==> src/rtl/mac_acc_pipe.sv <==
// mac_acc_pipe: pipelined multiply-accumulate with sticky overflow detection.
//
// Each accepted beat forms P = A*B (sign- or zero-extended to W bits) + cin.
// P and its first/last/signed_mode tags travel through PIPE register stages;
// at the pipeline exit the beat either starts a new accumulation or adds into
// the open one. A last-tagged beat publishes the result on sum/ovf with a
// one-cycle out_valid pulse, PIPE+1 cycles after the beat was presented.
//
// Ports:
//   sys_clk      clock, rising edge
//   sys_rst      synchronous active-high reset
//   en           input beat valid (en=0 cycles are bubbles)
//   first        beat starts a new accumulation
//   last         beat ends the accumulation
//   signed_mode  1 = A/B two's complement, 0 = unsigned
//   A, B         operands
//   cin          +1 added to this beat's product
//   sum          final accumulation result (held between pulses)
//   out_valid    one-cycle pulse, sum/ovf valid
//   ovf          accumulation overflowed (held with sum)
//   busy         beat in flight or accumulation open

module mac_acc_pipe #(
    parameter int WIDTH_A = 8,
    parameter int WIDTH_B = 8,
    parameter int GUARD   = 4,
    parameter int PIPE    = 2,
    parameter int SAT     = 0
) (
    input  logic                               sys_clk,
    input  logic                               sys_rst,
    input  logic                               en,
    input  logic                               first,
    input  logic                               last,
    input  logic                               signed_mode,
    input  logic [WIDTH_A-1:0]                 A,
    input  logic [WIDTH_B-1:0]                 B,
    input  logic                               cin,
    output logic [WIDTH_A+WIDTH_B+GUARD-1:0]   sum,
    output logic                               out_valid,
    output logic                               ovf,
    output logic                               busy
);

    localparam int W  = WIDTH_A + WIDTH_B + GUARD;
    localparam int WP = WIDTH_A + WIDTH_B;

    // ------------------------------------------------------------------
    // Product formation. Operands are extended to the full product width
    // according to the mode, so a single multiplier serves both modes: the
    // low WP bits of the extended product are the exact signed/unsigned
    // product.
    // ------------------------------------------------------------------
    logic [WP-1:0] a_x;
    logic [WP-1:0] b_x;
    logic [WP-1:0] prod;
    logic [W-1:0]  p_in;

    always_comb begin
        a_x  = {{WIDTH_B{signed_mode & A[WIDTH_A-1]}}, A};
        b_x  = {{WIDTH_A{signed_mode & B[WIDTH_B-1]}}, B};
        prod = a_x * b_x;
        p_in = {{GUARD{signed_mode & prod[WP-1]}}, prod} + {{(W-1){1'b0}}, cin};
    end

    // ------------------------------------------------------------------
    // Multiplier pipeline. Tags are gated by en so bubbles carry nothing.
    // ------------------------------------------------------------------
    logic [W-1:0]    p_q [PIPE];
    logic [PIPE-1:0] vld_q;
    logic [PIPE-1:0] fst_q;
    logic [PIPE-1:0] lst_q;
    logic [PIPE-1:0] sgn_q;

    always_ff @(posedge sys_clk) begin
        if (sys_rst) begin
            vld_q <= '0;
            fst_q <= '0;
            lst_q <= '0;
            sgn_q <= '0;
            for (int i = 0; i < PIPE; i++) begin
                p_q[i] <= '0;
            end
        end else begin
            vld_q[0] <= en;
            fst_q[0] <= en & first;
            lst_q[0] <= en & last;
            sgn_q[0] <= signed_mode;
            p_q[0]   <= p_in;
            for (int i = 1; i < PIPE; i++) begin
                vld_q[i] <= vld_q[i-1];
                fst_q[i] <= fst_q[i-1];
                lst_q[i] <= lst_q[i-1];
                sgn_q[i] <= sgn_q[i-1];
                p_q[i]   <= p_q[i-1];
            end
        end
    end

    // ------------------------------------------------------------------
    // Accumulator at the pipeline exit.
    // ------------------------------------------------------------------
    logic         x_vld;
    logic         x_fst;
    logic         x_lst;
    logic         x_sgn;
    logic [W-1:0] x_p;

    assign x_vld = vld_q[PIPE-1];
    assign x_fst = fst_q[PIPE-1];
    assign x_lst = lst_q[PIPE-1];
    assign x_sgn = sgn_q[PIPE-1];
    assign x_p   = p_q[PIPE-1];

    logic [W-1:0] acc_q, acc_d;
    logic         open_q, open_d;
    logic         stk_q, stk_d;
    logic [W-1:0] sum_q, sum_d;
    logic         ovf_q, ovf_d;
    logic         out_valid_q, out_valid_d;

    logic         start;
    logic [W-1:0] a_base;
    logic [W:0]   a_ext;
    logic [W:0]   p_ext;
    logic [W:0]   s_ext;
    logic         add_ovf;
    logic [W-1:0] res;
    logic         stk_new;

    always_comb begin
        // A beat with no open accumulation behaves as first, even untagged.
        start   = x_fst | ~open_q;
        a_base  = start ? '0 : acc_q;
        // One extra bit holds the true sum; its relation to bit W-1 gives
        // signed overflow, and it is the carry-out for unsigned.
        a_ext   = {x_sgn & a_base[W-1], a_base};
        p_ext   = {x_sgn & x_p[W-1], x_p};
        s_ext   = a_ext + p_ext;
        add_ovf = x_sgn ? (s_ext[W] ^ s_ext[W-1]) : s_ext[W];

        res = s_ext[W-1:0];
        if (SAT != 0 && add_ovf) begin
            if (!x_sgn) begin
                res = '1;
            end else if (s_ext[W]) begin
                res = {1'b1, {(W-1){1'b0}}};
            end else begin
                res = {1'b0, {(W-1){1'b1}}};
            end
        end

        stk_new = (start ? 1'b0 : stk_q) | add_ovf;

        acc_d       = acc_q;
        open_d      = open_q;
        stk_d       = stk_q;
        sum_d       = sum_q;
        ovf_d       = ovf_q;
        out_valid_d = 1'b0;

        if (x_vld) begin
            acc_d  = res;
            stk_d  = stk_new;
            open_d = ~x_lst;
            if (x_lst) begin
                out_valid_d = 1'b1;
                sum_d       = res;
                ovf_d       = stk_new;
            end
        end
    end

    always_ff @(posedge sys_clk) begin
        if (sys_rst) begin
            acc_q       <= '0;
            open_q      <= 1'b0;
            stk_q       <= 1'b0;
            sum_q       <= '0;
            ovf_q       <= 1'b0;
            out_valid_q <= 1'b0;
        end else begin
            acc_q       <= acc_d;
            open_q      <= open_d;
            stk_q       <= stk_d;
            sum_q       <= sum_d;
            ovf_q       <= ovf_d;
            out_valid_q <= out_valid_d;
        end
    end

    assign sum       = sum_q;
    assign ovf       = ovf_q;
    assign out_valid = out_valid_q;
    assign busy      = (|vld_q) | open_q;

endmodule
==> config.mk <==
export PLATFORM = sky130hd
export DESIGN_NAME = mac_acc_pipe
export DESIGN_NICKNAME = d
export VERILOG_FILES = /design/src/rtl/mac_acc_pipe.sv
export SDC_FILE = /design/constraint.sdc
export NUM_CORES = 1
export LEC_CHECK = 0
export ABC_AREA = 0
export BUFFER_PORTS_ARGS = -buffer_cell sky130_fd_sc_hd__clkbuf_2
export CORE_MARGIN = 4
export CORE_UTILIZATION = 68
export CTS_BUF_LIST = sky130_fd_sc_hd__clkbuf_4
export CTS_CLUSTER_DIAMETER = 50
export DETAILED_ROUTE_END_ITERATION = 12
export PLACE_DENSITY = 0.88
export REMOVE_ABC_BUFFERS = 1
export SYNTH_ARGS = -nofsm -noshare
export SYNTH_HDL_FRONTEND = slang
export SYNTH_SLANG_ARGS = --single-unit
==> constraint.sdc <==
create_clock -name sys_clk -period 16.1 [get_ports sys_clk]
set_clock_uncertainty 0.2 [all_clocks]
set_input_delay 0 -clock sys_clk [delete_from_list [all_inputs] [get_ports sys_clk]]
set_output_delay 0 -clock sys_clk [all_outputs]
set_load 0.005 [all_outputs]
---- After elaboration in Yosys (flattened, before gate mapping) ----
Memory sizes are Yosys's and may differ from the RTL's.
Cells that the tools add are included.
cells by class
  add/subtract/negate cells ............... 2
  multiply operators ...................... 1
  muxes and demuxes ....................... 9
  bitwise operators ....................... 16
  reductions and logical operators ........ 3
operator list
  cell                                          number
  20-bit two-way mux                            3
  21-bit adder                                  1
  17-bit by 2-bit adder with 18-bit output      1
  9-bit by 9-bit multiplier with 16-bit output  1
  1-bit AND                                     7
  1-bit two-way mux                             6
  1-bit bitwise OR                              5
  2-bit OR reduction                            2
  1-bit inverter                                3
  2-bit AND reduction                           1
  1-bit XOR                                     1
word-level totals
  flip-flop bits (word level) ............. 52
  RAM bits ................................ 40
  input bits .............................. 23
  logic and storage cells ................. 42
  memories kept ........................... 1
memory list
  memory  depth  width  rd ports  clocked after Yosys merged registers in  write ports  line  source
  p_q     2      20     2         0                                        2            69    logic [W-1:0] p_q [PIPE];

---- Longest topological paths before layout ----
  depth in word-level cells ............... 8
  gate-level depth with buffers ........... 20
  mapped depth without buffers ............ 19

---- Worst setup path after synthesis ----
OpenSTA, ideal clock, no wires.
  path type ............................... input port to flip-flop
  start point ............................. input port B[7]
  end point ............................... memory p_q[0][16] (netlist name)
  setup time .............................. 115 ps
  arrival time ............................ 5,228 ps
  data required time ...................... 15,785 ps
  setup slack ............................. 10,557 ps
  cell stages on the path ................. 19
  cells stage by stage .................... clkbuf_1 > nand2_1 > or2_2 > fa_1 > fa_1 > inv_1 > fa_1 > fa_1 > inv_1 > fa_1 > inv_1 > ha_1 > o21a_1 > a2111oi_0 > o31a_1 > xor2_1 > nor4_2 > xor2_1 > and3_1
RTL lines
  element             line  source
  start: declaration  37    input logic [WIDTH_B-1:0] B,
  end: declaration    69

==> metrics.md <==
| Metric | Value |
|---|---|
| Outcome | `finished, final reports clean` |
| Setup TNS | `0 ns` |
| Total track usage | `0.253` |
| Average via count per standard cell | `approximately 5.6` |
| WHS Endpoint | `p_q[0][1]` |
| Netlist cell types | `69` |
| Area grow syn2layout | `8.02%` |
| Max-Slew Margin vs Limit | `0.584` |
| RSZ-0062 raised after global routing | `false` |
| Final worst slack | `between 10 and 15 ns` |
| Worst reg2reg endpoint | `ovf` |
| Reg2reg start | `open_q` |
| Reg clk slew, reported paths | `about 0.14 ns` |
| DRC viols | `0` |
| Initial antenna violation count | `0` |
| Hold path start | `A[0]` |
| Filler instances | `between 700 and 800` |
| Max-cap violations | `0` |
| Root Buffer | `clkbuf_4` |
| Die Area | `between 10000 and 15000 µm²` |
| Worst Reg-to-Reg Cells | `13` |
| Crit. End Element | `register` |
| Initial Utilization | `0.703` |
| GP Congestion | `~0.95` |
| Cell area power density | `133 nW/µm²` |
| Syn Std Cell Area | `about 7000 µm²` |
| First-pass GRT wire length | `~24000 µm` |
| Diodes inserted | `0` |
| Setup CP Type | `in -> reg` |
| Number of synthesis warnings | `0` |
| Largest net degree at the start of global routing | `62` |
| Placed Cells | `between 800 and 900` |
| Non-filler cells, final | `921` |
| Worst slack at placement | `between 10 and 15 ns` |
| Input/output buffers | `45` |
| # rows | `36` |
| Sequential share of the synthesized area | `0.255` |
| Slew Viols, Final | `0` |
| Post-Place Cell Area | `around 7200 µm²` |
| Cells after synthesis | `between 700 and 800` |
| Vias in the first global route | `about 5400` |
| Share of cells above drive strength 1 | `0.107` |
| Hold Path Depth | `5` |
| Nets | `just over 900` |
| Routed WL | `between 10000 and 15000 µm` |
| Yosys reg bits | `88` |
| Critical Path Fanout Max | `11` |
| Worst Path Required | `between 15 and 20 ns` |
| HPWL after detailed placement | `approximately 11000 µm` |
| Max Clock Freq | `approximately 170 MHz` |
| Clock latency on the worst-skew pair | `approximately 0.46 ns` |
| Post-route cell area | `roughly 7500 µm²` |
| Post_cts resized | `0` |
| Max IR drop VDD | `slightly above 0.00009 V` |
| GR Overflow Total | `0` |
| Final Cycle Share | `0.375` |
| EDFF count, synth | `0` |
| Final Setup Violations | `0` |
| Slack of the worst reg-to-reg path | `12.36 ns` |
| Routed Antenna Nets | `0` |
| Worst min-delay path class | `in -> reg` |
| Synth Flop Type | `dfxtp_1` |
| Core area | `about 9800 µm²` |
| Drt pass-1 iters | `5` |
| Clock buffer count from CTS | `9` |
| WL/cell | `15.1 µm` |
| Hold Violations, Final | `0` |
| Max H-tree Level | `3` |
| Fin crit period | `roughly 6.0 ns` |
| Async set or reset register ratio after synthesis | `0` |
| Starting DRT DRC Count | `about 240` |
| Leakage power | `3.51 nW` |
| Vias after detailed routing | `roughly 5200` |
| # IOs | `46` |
| Arr. time, crit path | `around 6.2 ns` |
| TritonCTS clock tree | `done` |
| Synthesized area per cell | `9.35 µm²` |
| Worst Max-Slew Pin Slew | `0.620 ns` |
| Chip height | `between 100 and 150 µm` |
| Die W | `between 100 and 150 µm` |
| Sink Count | `88` |
| Startpoint types | `input pin` |
| Max Buffers Root-to-Sink | `2` |
[sequential cells by signal, summed over array words and instances, names as in the netlist]
signal,count
sgn_q,2
ovf,1
p_q,36
vld_q,2
stk_q,1
lst_q,2
acc_q,20
open_q,1
out_valid,1
fst_q,2
sum,20
[worst max path at each step]
stage           startpoint          to  slack (ns)
3_3_place_gp   signed_mode  p_q[0][16]       10.33
3_5_place_dp   signed_mode  p_q[0][16]       10.11
6_report       signed_mode  p_q[0][16]       10.06
2_1_floorplan         B[7]  p_q[0][16]       10.85
5_1_grt        signed_mode  p_q[0][15]        9.79
4_1_cts        signed_mode  p_q[0][16]       10.07
[metal layers]
metal / track usage / up-vias / routed length (µm)
met5: 0 / - / 0
met4: 0.100 / 0 / 327
met3: 0.0373 / 28 / 692
met2: 0.470 / 164 / 7210
met1: 0.291 / 2462 / 5700
li1: - / 2548 / -
[critical path: stages]
cell           delay [ns]
dlygate4sd3_1        0.53
clkbuf_2             0.23
nand2_1              0.25
or2_2                0.37
fa_1                 0.52
fa_1                 0.57
inv_1                0.07
fa_1                 0.50
fa_1                 0.55
inv_1                0.05
fa_1                 0.50
inv_1                0.04
ha_1                 0.34
o21a_1               0.23
a2111oi_0            0.44
o31a_1               0.21
xor2_1               0.39
nor4_2               0.09
xor2_1               0.15
and3_1               0.17
[cells by family (layout without fill, tap and decap cells)]
logic type	after synthesis	count (layout)	share of synthesized area
buffers and inverters	109	158	0.0594
and+or+nand+nor	241	241	0.190
DFF	88	88	0.255
muxes	11	11	0.0159
AOI/OAI and AO/OA	127	127	0.136
xor gates and xnor gates	44	44	0.0585
adders and majority gates	119	119	0.285
[through the flow]
step / hold WS [ns] / utilization / power (mW)
floorplan: -0.131 / - / 0.773
global placement: 0.00128 / 0.736 / 0.854
detailed placement: 0.00910 / 0.736 / 0.884
CTS: 0.0565 / 0.760 / 0.995
global route: 0.140 / 0.760 / 1.08
finish: 0.0820 / 0.760 / 0.990
[synth_stat cells (all sizes together), types with 2 or more instances]
cell type	instances	area, µm²
a21oi	28	140
or4	3	26.3
buf	3	12.5
a2111o	2	22.5
fa	64	1280
a32o	2	20.0
inv	81	304
o211ai	7	52.6
ha	55	688
a21boi	2	15.0
nor2b	28	175
xnor2	25	238
nor3	4	25.0
o21a	11	82.6
clkbuf	24	90.1
nand3	10	50.1
a22o	12	105
nand4	3	33.8
or2	2	12.5
mux2i	11	110
o2111ai	6	65.1
a32oi	2	17.5
a21o	9	68.8
a31o	3	26.3
a211oi	7	52.6
a211o	2	17.5
and3	13	81.3
and4	2	20.0
o311ai	3	51.3
nand3b	4	30.0
dfxtp	88	1760
nand2	58	218
and2	62	390
nor4	4	52.6
or3	4	25.0
nor2	41	154
o21ai	18	90.1
xor2	19	166
[repair_timing]
item	in CTS	in global routing
buffers inserted	0	0
hold buffers	12	0
endpoints found under the setup margin	0	0
endpoints found under the hold margin	58	0
[cell usage in the layout, fill, tap and decap left out, drive strengths merged, types with 18 or more instances in the layout]
cell    Yosys  final
inv        81     81
a21oi      28     28
xor2       19     19
dfxtp      88     88
fa         64     64
and2       62     62
ha         55     55
o21ai      18     18
nor2       41     41
clkbuf     24     56
nor2b      28     28
xnor2      25     25
nand2      58     58
[layout make-up]
class / count / area (µm²) / share of cell area
clock buffers: 11 / 82.6 / 0.0111
clock inverters: 4 / 32.5 / 0.00436
inverters: 82 / 308 / 0.0412
multi-input cells: 542 / 4740 / 0.635
flip-flops and latches: 88 / 1760 / 0.236
well taps: 133 / 166 / 0.0223
repair buffers: 61 / 375 / 0.0503
[where the power goes]
| group | internal (mW) | total [mW] | leakage [nW] | switching, mW |
|---|---|---|---|---|
| Sequential | 0.244 | 0.252 | 0.718 | 0.00717 |
| Combinational | 0.269 | 0.631 | 2.73 | 0.362 |
| Clock | 0.0349 | 0.107 | 0.0591 | 0.0720 |
No activity file was read; power rests on OpenSTA's default activity.
